$ cat config.mk
export PLATFORM = sky130hd
export DESIGN_NAME = uart_tx
export DESIGN_NICKNAME = d
export VERILOG_FILES = /design/src/rtl/uart_pkg.sv /design/src/rtl/uart_tx_parity_calc.sv /design/src/rtl/uart_tx.sv
export SDC_FILE = /design/constraint.sdc
export NUM_CORES = 1
export LEC_CHECK = 0
export ABC_AREA = 1
export CAP_MARGIN = 40
export CORE_UTILIZATION = 45
export CTS_BUF_LIST = sky130_fd_sc_hd__clkbuf_4 sky130_fd_sc_hd__clkbuf_8
export DETAILED_ROUTE_END_ITERATION = 7
export HOLD_SLACK_MARGIN = 0.02
export PLACE_DENSITY = 0.75
export SLEW_MARGIN = 20
export SYNTH_ARGS = -nofsm -noshare
export SYNTH_HDL_FRONTEND = slang
export SYNTH_SLANG_ARGS = --single-unit
export TNS_END_PERCENT = 5
$ cat constraint.sdc
create_clock -name clk -period 5 [get_ports clk]
set_clock_uncertainty 0.15 [all_clocks]
set_input_delay 1.25 -clock clk [delete_from_list [all_inputs] [get_ports clk]]
set_output_delay 1.25 -clock clk [all_outputs]
set_load 0.02 [all_outputs]
$ cat src/rtl/uart_pkg.sv
// uart_pkg: shared UART frame constants, parity types and FSM state encoding
package uart_pkg;
  localparam int DATA_WIDTH = 8;
  localparam int MIN_PRESCALE = 4;
  localparam logic PAR_EVEN = 1'b0;
  localparam logic PAR_ODD = 1'b1;
  typedef enum logic [2:0] {IDLE, START, DATA, PARITY, STOP} uart_state_t;
endpackage

$ cat src/rtl/uart_tx_parity_calc.sv
// uart_tx_parity_calc: parity bit of a latched byte; in data, par_typ; out par_bit
module uart_tx_parity_calc import uart_pkg::*; #(
  parameter int W = DATA_WIDTH
) (
  input  logic [W-1:0] data,
  input  logic         par_typ,
  output logic         par_bit
);
  assign par_bit = (^data) ^ (par_typ == PAR_ODD);
endmodule

$ cat src/rtl/uart_tx.sv
// uart_tx: UART serialiser; in clk, rest (async low), p_data, data_valid, par_en, par_typ, prescale; out tx_out, busy; UART_TX_TWO_STOP_EN selects two stop bits
module uart_tx #(
  parameter int DATA_WIDTH = uart_pkg::DATA_WIDTH,
  parameter int PRESCALE_W = 5,
  parameter int MIN_PRESCALE = uart_pkg::MIN_PRESCALE
) (
  input  logic                  clk,
  input  logic                  rest,
  input  logic [DATA_WIDTH-1:0] p_data,
  input  logic                  data_valid,
  input  logic                  par_en,
  input  logic                  par_typ,
  input  logic [PRESCALE_W-1:0] prescale,
  output logic                  tx_out,
  output logic                  busy
);
  import uart_pkg::*;
  localparam int BW = $clog2(DATA_WIDTH);
`ifdef UART_TX_TWO_STOP_EN
  localparam int STOP_BITS = 2;
`else
  localparam int STOP_BITS = 1;
`endif
  uart_state_t state, next;
  logic [DATA_WIDTH-1:0] shadow;
  logic [PRESCALE_W-1:0] p_lat, tick_cnt;
  logic [BW-1:0] bit_cnt;
  logic s_par_en, s_par_typ, par_bit, accept, tick_end, last;
  uart_tx_parity_calc #(.W(DATA_WIDTH)) u_par (.data(shadow), .par_typ(s_par_typ), .par_bit(par_bit));
  assign accept = state == IDLE && data_valid;
  assign tick_end = tick_cnt == p_lat - 1'b1;
  assign last = bit_cnt == (state == STOP ? BW'(STOP_BITS - 1) : BW'(DATA_WIDTH - 1));
  always_comb begin
    next = state;
    if (accept) next = START;
    else if (tick_end && state != IDLE)
      next = state == START ? DATA :
             state == DATA ? (last ? (s_par_en ? PARITY : STOP) : DATA) :
             state == PARITY ? STOP :
             last ? IDLE : STOP;
  end
  always_ff @(posedge clk or negedge rest) begin
    if (!rest) state <= IDLE;
    else state <= next;
  end
  always_ff @(posedge clk or negedge rest) begin
    if (!rest) begin
      tick_cnt <= '0;
      bit_cnt <= '0;
      shadow <= '0;
      s_par_en <= 1'b0;
      s_par_typ <= 1'b0;
      p_lat <= '0;
      tx_out <= 1'b1;
      busy <= 1'b0;
    end else begin
      tick_cnt <= state == IDLE || tick_end ? '0 : tick_cnt + 1'b1;
      bit_cnt <= next != state ? '0 : tick_end ? bit_cnt + 1'b1 : bit_cnt;
      if (accept) begin
        shadow <= p_data;
        s_par_en <= par_en;
        s_par_typ <= par_typ;
        p_lat <= prescale < PRESCALE_W'(MIN_PRESCALE) ? PRESCALE_W'(MIN_PRESCALE) : prescale;
      end
      tx_out <= state == START ? 1'b0 : state == DATA ? shadow[bit_cnt] : state == PARITY ? par_bit : 1'b1;
      busy <= state != IDLE;
    end
  end
endmodule

==> impl_results.md, run 1 <==
- Total wire length: 3.11 mm
- # clock sinks: 28
- Yosys cell types: 26
- Synth Warn #: 0
- Seq/Total Area, Yosys: 42.2%
- Crit-path cells: clkdlybuf4s50_1
- Routed via count: 1343
- Hold WS: 0.340 ns
- CTS tree: built
- Wirelength per Cell: 10.9 um
- Hold_buf cts: 0
- Largest net degree at the start of global routing: 29
- Final setup vio count: 0
- Minimum clock period after layout: 2.79 ns
- Worst vdd ir: 98.9 uV
- Layout area overhead: 17.2%
- Min-delay worst type: reg2reg
- Syn_nets: 239
- Cells after Synth: 218
- Arrival @ worst endpoint: 1.39 ns
- Row count: 21
- Slew headroom: 70.7%
- Setup crit start kind: flop
- Total of cells resized after clock tree synthesis: 0
- Post-DRT Antenna Nets: 0
- Max-Cap Viols: 0
- # fillers: 352
- Synth Register Bits: 28
- Synthesized area per cell: 7.63 um^2
- Reg2Reg Setup Slack: 3.00 ns
- FMAX: 358 MHz
- Max-slew violation count: 0
- Starting density of the core: 48.3%
- Setup TNS: 0 ns
- Crit path largest cell delay: 0.58 ns
- CTS clk-pin slew, worst paths: 0.10 ns
- Sw Ratio: 20.5%
- First-pass GRT wire length: 5.38 mm
- Power Internal: 0.309 mW
- Total CTS buffers: 3
- Combinational power share: 5.0%
- Vias/cell: 4.71
- Most frequent cells in the layout: nand2_1, dfrtp_1, inv_1
- RSZ-0062 raised after global routing: no
- Initial antenna violation count: 0
- Pwr per Cell Area: 200 nW/um^2
- GRT Util Overall: 17.4%
- P_sw: 0.0799 mW
- Final period utilization: 55.8%
- Clk buf depth: 2
- Commonest non-fill, non-tap cell in the layout: nand2_1
- Total congestion overflow: 0
- CP max stage cell: clkdlybuf4s50_1
- Sum of buffers and inverters on the critical path: 1
- Gpl congestion: 0.870
- CTS H-tree depth: 1
- Share of cells above drive strength 1: 15.1%
- Postcts setup bufs: 0
- Worst-path fanout max: 1
- DP HPWL: 2.36 mm
- Clk Latency, worst-skew pair: 0.28 ns
- Post-Syn Area: 1660 um^2
- Vias in the first global route: 1274
- Flop pwr share: 58.1%
- Initial DRC count: 37
- Worst-margin pin slew: 0.439 ns
- Static leakage: 1.01 nW
- # port buffers: 19
- Ant diodes: 0
- # IOs: 20
- Core footprint: 3440 um^2
- Clk pwr share: 36.9%
- First-pass iteration count of the detailed router: 4
- CP endpoint kind: primary output
- Final Util: 56.7%
- Drc violations: 0
- Die area: 3950 um^2
- Final nets: 261
- Crit path max-delay family: buffers and inverters
- CP Class: reg2out
- Clk root buf: clkbuf_8
- Die height: 62.8 um
- Final hold vios: 0
- Status: finished clean
- CP Data Required Time: 3.60 ns
- Die width: 62.8 um
==> Yosys cell counts <==
library cell   n  area [um^2]
clkbuf_8       1         13.8
nand2_1       67          251
nand2_4        2         22.5
nor2_4         3         33.8
inv_1         21         78.8
o31ai_1        2         15.0
a31oi_1        1         6.26
nor3_1         2         10.0
o21ai_0       18         90.1
dfstp_2        1         26.3
xor2_1         8         70.1
buf_2          2         10.0
nand3_1        9         45.0
or2_2          1         6.26
clkinv_1       1         3.75
a21oi_4        1         16.3
xnor2_1        4         35.0
nor2_2         4         25.0
a21oi_1        6         30.0
nand2_2        7         43.8
dfrtp_1       27          676
nand3_2        2         20.0
ha_1           3         37.5
nor2_1        14         52.6
inv_2         10         37.5
o211ai_1       1         7.51
==> routing by layer <==
metal	GRT usage [%]	up-vias	part of all wire [%]
met3	2.37	5	2.2
li1	-	714	-
met1	20.4	608	47
met5	0	-	0
met4	7.85	0	2.0
met2	31.1	16	49
==> flip-flops by register name, summed over array words and instances (netlist names) <==
| name | cells |
|---|---|
| p_lat | 5 |
| bit_cnt | 3 |
| s_par_en | 1 |
| tx_out | 1 |
| busy | 1 |
| s_par_typ | 1 |
| shadow | 8 |
| state | 3 |
| tick_cnt | 5 |
==> area by class of cell <==
class / count / area [um^2] / area share, %
Timing Repair Buffer: 20 / 198 / 10.1
Tap cell: 46 / 57.6 / 2.95
Sequential cell: 28 / 702 / 36.0
Inverter: 32 / 120 / 6.16
Clock buffer: 4 / 55.1 / 2.82
Multi-Input combinational cell: 155 / 818 / 41.9
==> path summary, 6_finish.rpt <==
path	to	cells after the start	startpoint
hold / removal	p_lat[1]$_DFFE_PN0P_	2	p_lat[1]$_DFFE_PN0P_
max in group asynchronous	tx_out$_DFF_PN1_	2	rest
setup reg to reg	bit_cnt[0]$_DFFE_PN0P_	14	p_lat[0]$_DFFE_PN0P_
min in group asynchronous	shadow[7]$_DFFE_PN0P_	2	rest
setup / recovery	tx_out	1	tx_out$_DFF_PN1_
hold reg to reg	p_lat[1]$_DFFE_PN0P_	2	p_lat[1]$_DFFE_PN0P_
==> power groups by stage <==
| stage | clock, mW | sequential [mW] | combinational [mW] |
|---|---|---|---|
| after floorplan | 0 | 0.231 | 0.000580 |
| after global placement | 0 | 0.231 | 0.0201 |
| after detailed placement | 0 | 0.231 | 0.0198 |
| after CTS | 0.147 | 0.226 | 0.0199 |
| after global routing | 0.154 | 0.226 | 0.0214 |
| final | 0.144 | 0.226 | 0.0193 |
==> worst min-delay path: stages (launching register included) <==
cell	delay [ns]
dfrtp_1	0.35
nand2_1	0.05
o31ai_1	0.05
==> logic make-up (layout without fill, tap and decap cells) <==
kind of cell               Yosys count  count (layout)  synth area share [%]
DFF                                 28              28                  42.2
AOI/OAI and AO/OA                   29              29                  9.93
buffers and inverters               35              56                  8.65
and+or+nand+nor                    111             111                  30.7
xor gates and xnor gates            12              12                  6.32
adders and majority gates            3               3                  2.26
==> through the flow <==
step                      setup WS, ns  instances  power (mW)  cell area [um^2]
after detailed placement          2.25        281       0.251              1900
after global routing              2.18        285       0.402              1950
after floorplan                   3.00        218       0.231              1660
after global placement            2.29        281       0.251              1900
final                             2.21        285       0.389              1950
after CTS                         2.20        285       0.393              1950
(Power assumes the default switching activity.)
==> run 2: changes to the inputs <==
Clock period 5 ns to 2.9 ns, I/O delays scaled along.
==> run 2 against run 1 <==
Against the previous run: final area is 0.83% higher; critical path depth stayed put; sequential share of layout area is 0.30 points lower; flip-flop and latch count stayed put; total power is 88% higher; clock power is 110% higher; via count is 0.82% higher; largest cell class unchanged; sequential power is 73% higher; critical path type unchanged; highest routed layer unchanged.
==> impl_results.md, run 2 (same netlist as run 1, synthesis figures left out) <==
- Status: finished clean
- Final hold vios: 0
- Beginning of the worst hold path: p_lat[1]$_DFFE_PN0P_
- Initial DRC count: 25
- Setup crit start kind: flop
- Reg with most FFs: shadow
- Worst Reg-to-Reg Cells: 14
- Largest net degree at the start of global routing: 29
- Minimum clock period after layout: 2.26 ns
- Clk buf depth: 2
- GRT Util Overall: 16.8%
- Static leakage: 1.02 nW
- Final Util: 57.1%
- M2 GR Usage: 28.3%
- Worst-margin pin slew: 0.412 ns
- Wirelength per Cell: 10.3 um
- Vias in the first global route: 1256
- Die height: 62.8 um
- Commonest non-fill, non-tap cell in the layout: nand2_1
- Layout area overhead: 18.2%
- Post-DRT Antenna Nets: 0
- Crit path largest cell delay: 0.58 ns
- Total CTS buffers: 3
- Postcts setup bufs: 0
- CTS clk-pin slew, worst paths: 0.10 ns
- DP HPWL: 2.29 mm
- Met1 Usage GRT: 21.2%
- CP endpoint kind: primary output
- CP max stage cell: clkdlybuf4s50_1
- Final nets: 261
- Arrival @ worst endpoint: 1.39 ns
- Min-delay worst type: reg2reg
- Setup TNS: 0 ns
- First-pass iteration count of the detailed router: 4
- Max-Cap Viols: 0
- WHS Path Cells: 2
- Final period utilization: 78.0%
- Slew headroom: 72.5%
- Worst vdd ir: 214 uV
- Worst-path fanout max: 1
- # IOs: 20
- Die width: 62.8 um
- # port buffers: 19
- Biggest regs: shadow: 8 flops, p_lat: 5 flops, tick_cnt: 5 flops
- GR Util met3: 3.10%
- # clock sinks: 28
- Final setup vio count: 0
- Critical R2R Launch: p_lat[0]$_DFFE_PN0P_
- CTS H-tree depth: 1
- Ant diodes: 0
- CTS tree: built
- Share of cells above drive strength 1: 15.1%
- Vias/cell: 4.75
- Core footprint: 3440 um^2
- Total wire length: 2.92 mm
- FMAX: 442 MHz
- Routed via count: 1354
- Clk Latency, worst-skew pair: 0.28 ns
- Crit path max-delay family: buffers and inverters
- First-pass GRT wire length: 5.25 mm
- Initial antenna violation count: 0
- Max-slew violation count: 0
- Hold_buf cts: 0
- Number of flip-flops in the largest register: 8
- Sum of buffers and inverters on the critical path: 1
- Row count: 21
- Busiest grt layer: met2
- CP startpoint: tx_out$_DFF_PN1_
- Crit-path cells: clkdlybuf4s50_1
- Critical Path Stages: 1
- RSZ-0062 raised after global routing: no
- CP Data Required Time: 2.03 ns
- Gpl congestion: 0.871
- Total congestion overflow: 0
- CP Class: reg2out
- Starting density of the core: 48.3%
- Die area: 3950 um^2
- Drc violations: 0
- Pwr per Cell Area: 372 nW/um^2
- Clk root buf: clkbuf_8
- Most frequent cells in the layout: nand2_1, dfrtp_1, inv_1
- Total of cells resized after clock tree synthesis: 0
run 2: cell types whose count changed in the layout (fill, tap and decap cells not counted):
cell       before  now
bufinv_16       0    1
clkbuf_8        4    3
run 2: per-layer routing:
| layer | wire length, um | up-vias |
|---|---|---|
| met5 | 0 | - |
| met4 | 27 | 0 |
| met3 | 69 | 2 |
| met2 | 1400 | 20 |
| met1 | 1420 | 611 |
| li1 | - | 721 |
run 2: final timing paths:
kind                       slack (ns)                      to
min in group asynchronous        0.67   shadow[7]$_DFFE_PN0P_
min                              0.35    p_lat[1]$_DFFE_PN0P_
min reg2reg                      0.35    p_lat[1]$_DFFE_PN0P_
max in group asynchronous        1.63        tx_out$_DFF_PN1_
max                              0.64                  tx_out
max reg2reg                      0.91  bit_cnt[0]$_DFFE_PN0P_
run 2: metrics by stage:
stage          cells  power, mW  hold WS (ns)  instance area [um^2]  worst slack (ns)
6_report         285      0.731         0.351                  1970             0.639
5_1_grt          285      0.761         0.402                  1970             0.604
4_1_cts          285      0.738         0.360                  1970             0.638
3_5_place_dp     281      0.432         0.336                  1900             0.671
3_3_place_gp     281      0.432         0.319                  1900             0.718
2_1_floorplan    218      0.399         0.279                  1660              1.07
run 2: final cells by class:
type                            count  area, um^2
Inverter                           32         120
Tap cell                           46        57.6
Sequential cell                    28         702
Clock inverter                      1        30.0
Fill cell                         327        1480
Timing Repair Buffer               20         198
Clock buffer                        3        41.3
Multi-Input combinational cell    155         818
run 2: power by group:
group | switching (mW) | internal (mW) | total (mW) | leakage [nW]
clock network | 0.123 | 0.185 | 0.308 | 0.0357
logic | 0.0121 | 0.0211 | 0.0332 | 0.668
registers | 0 | 0.390 | 0.390 | 0.316
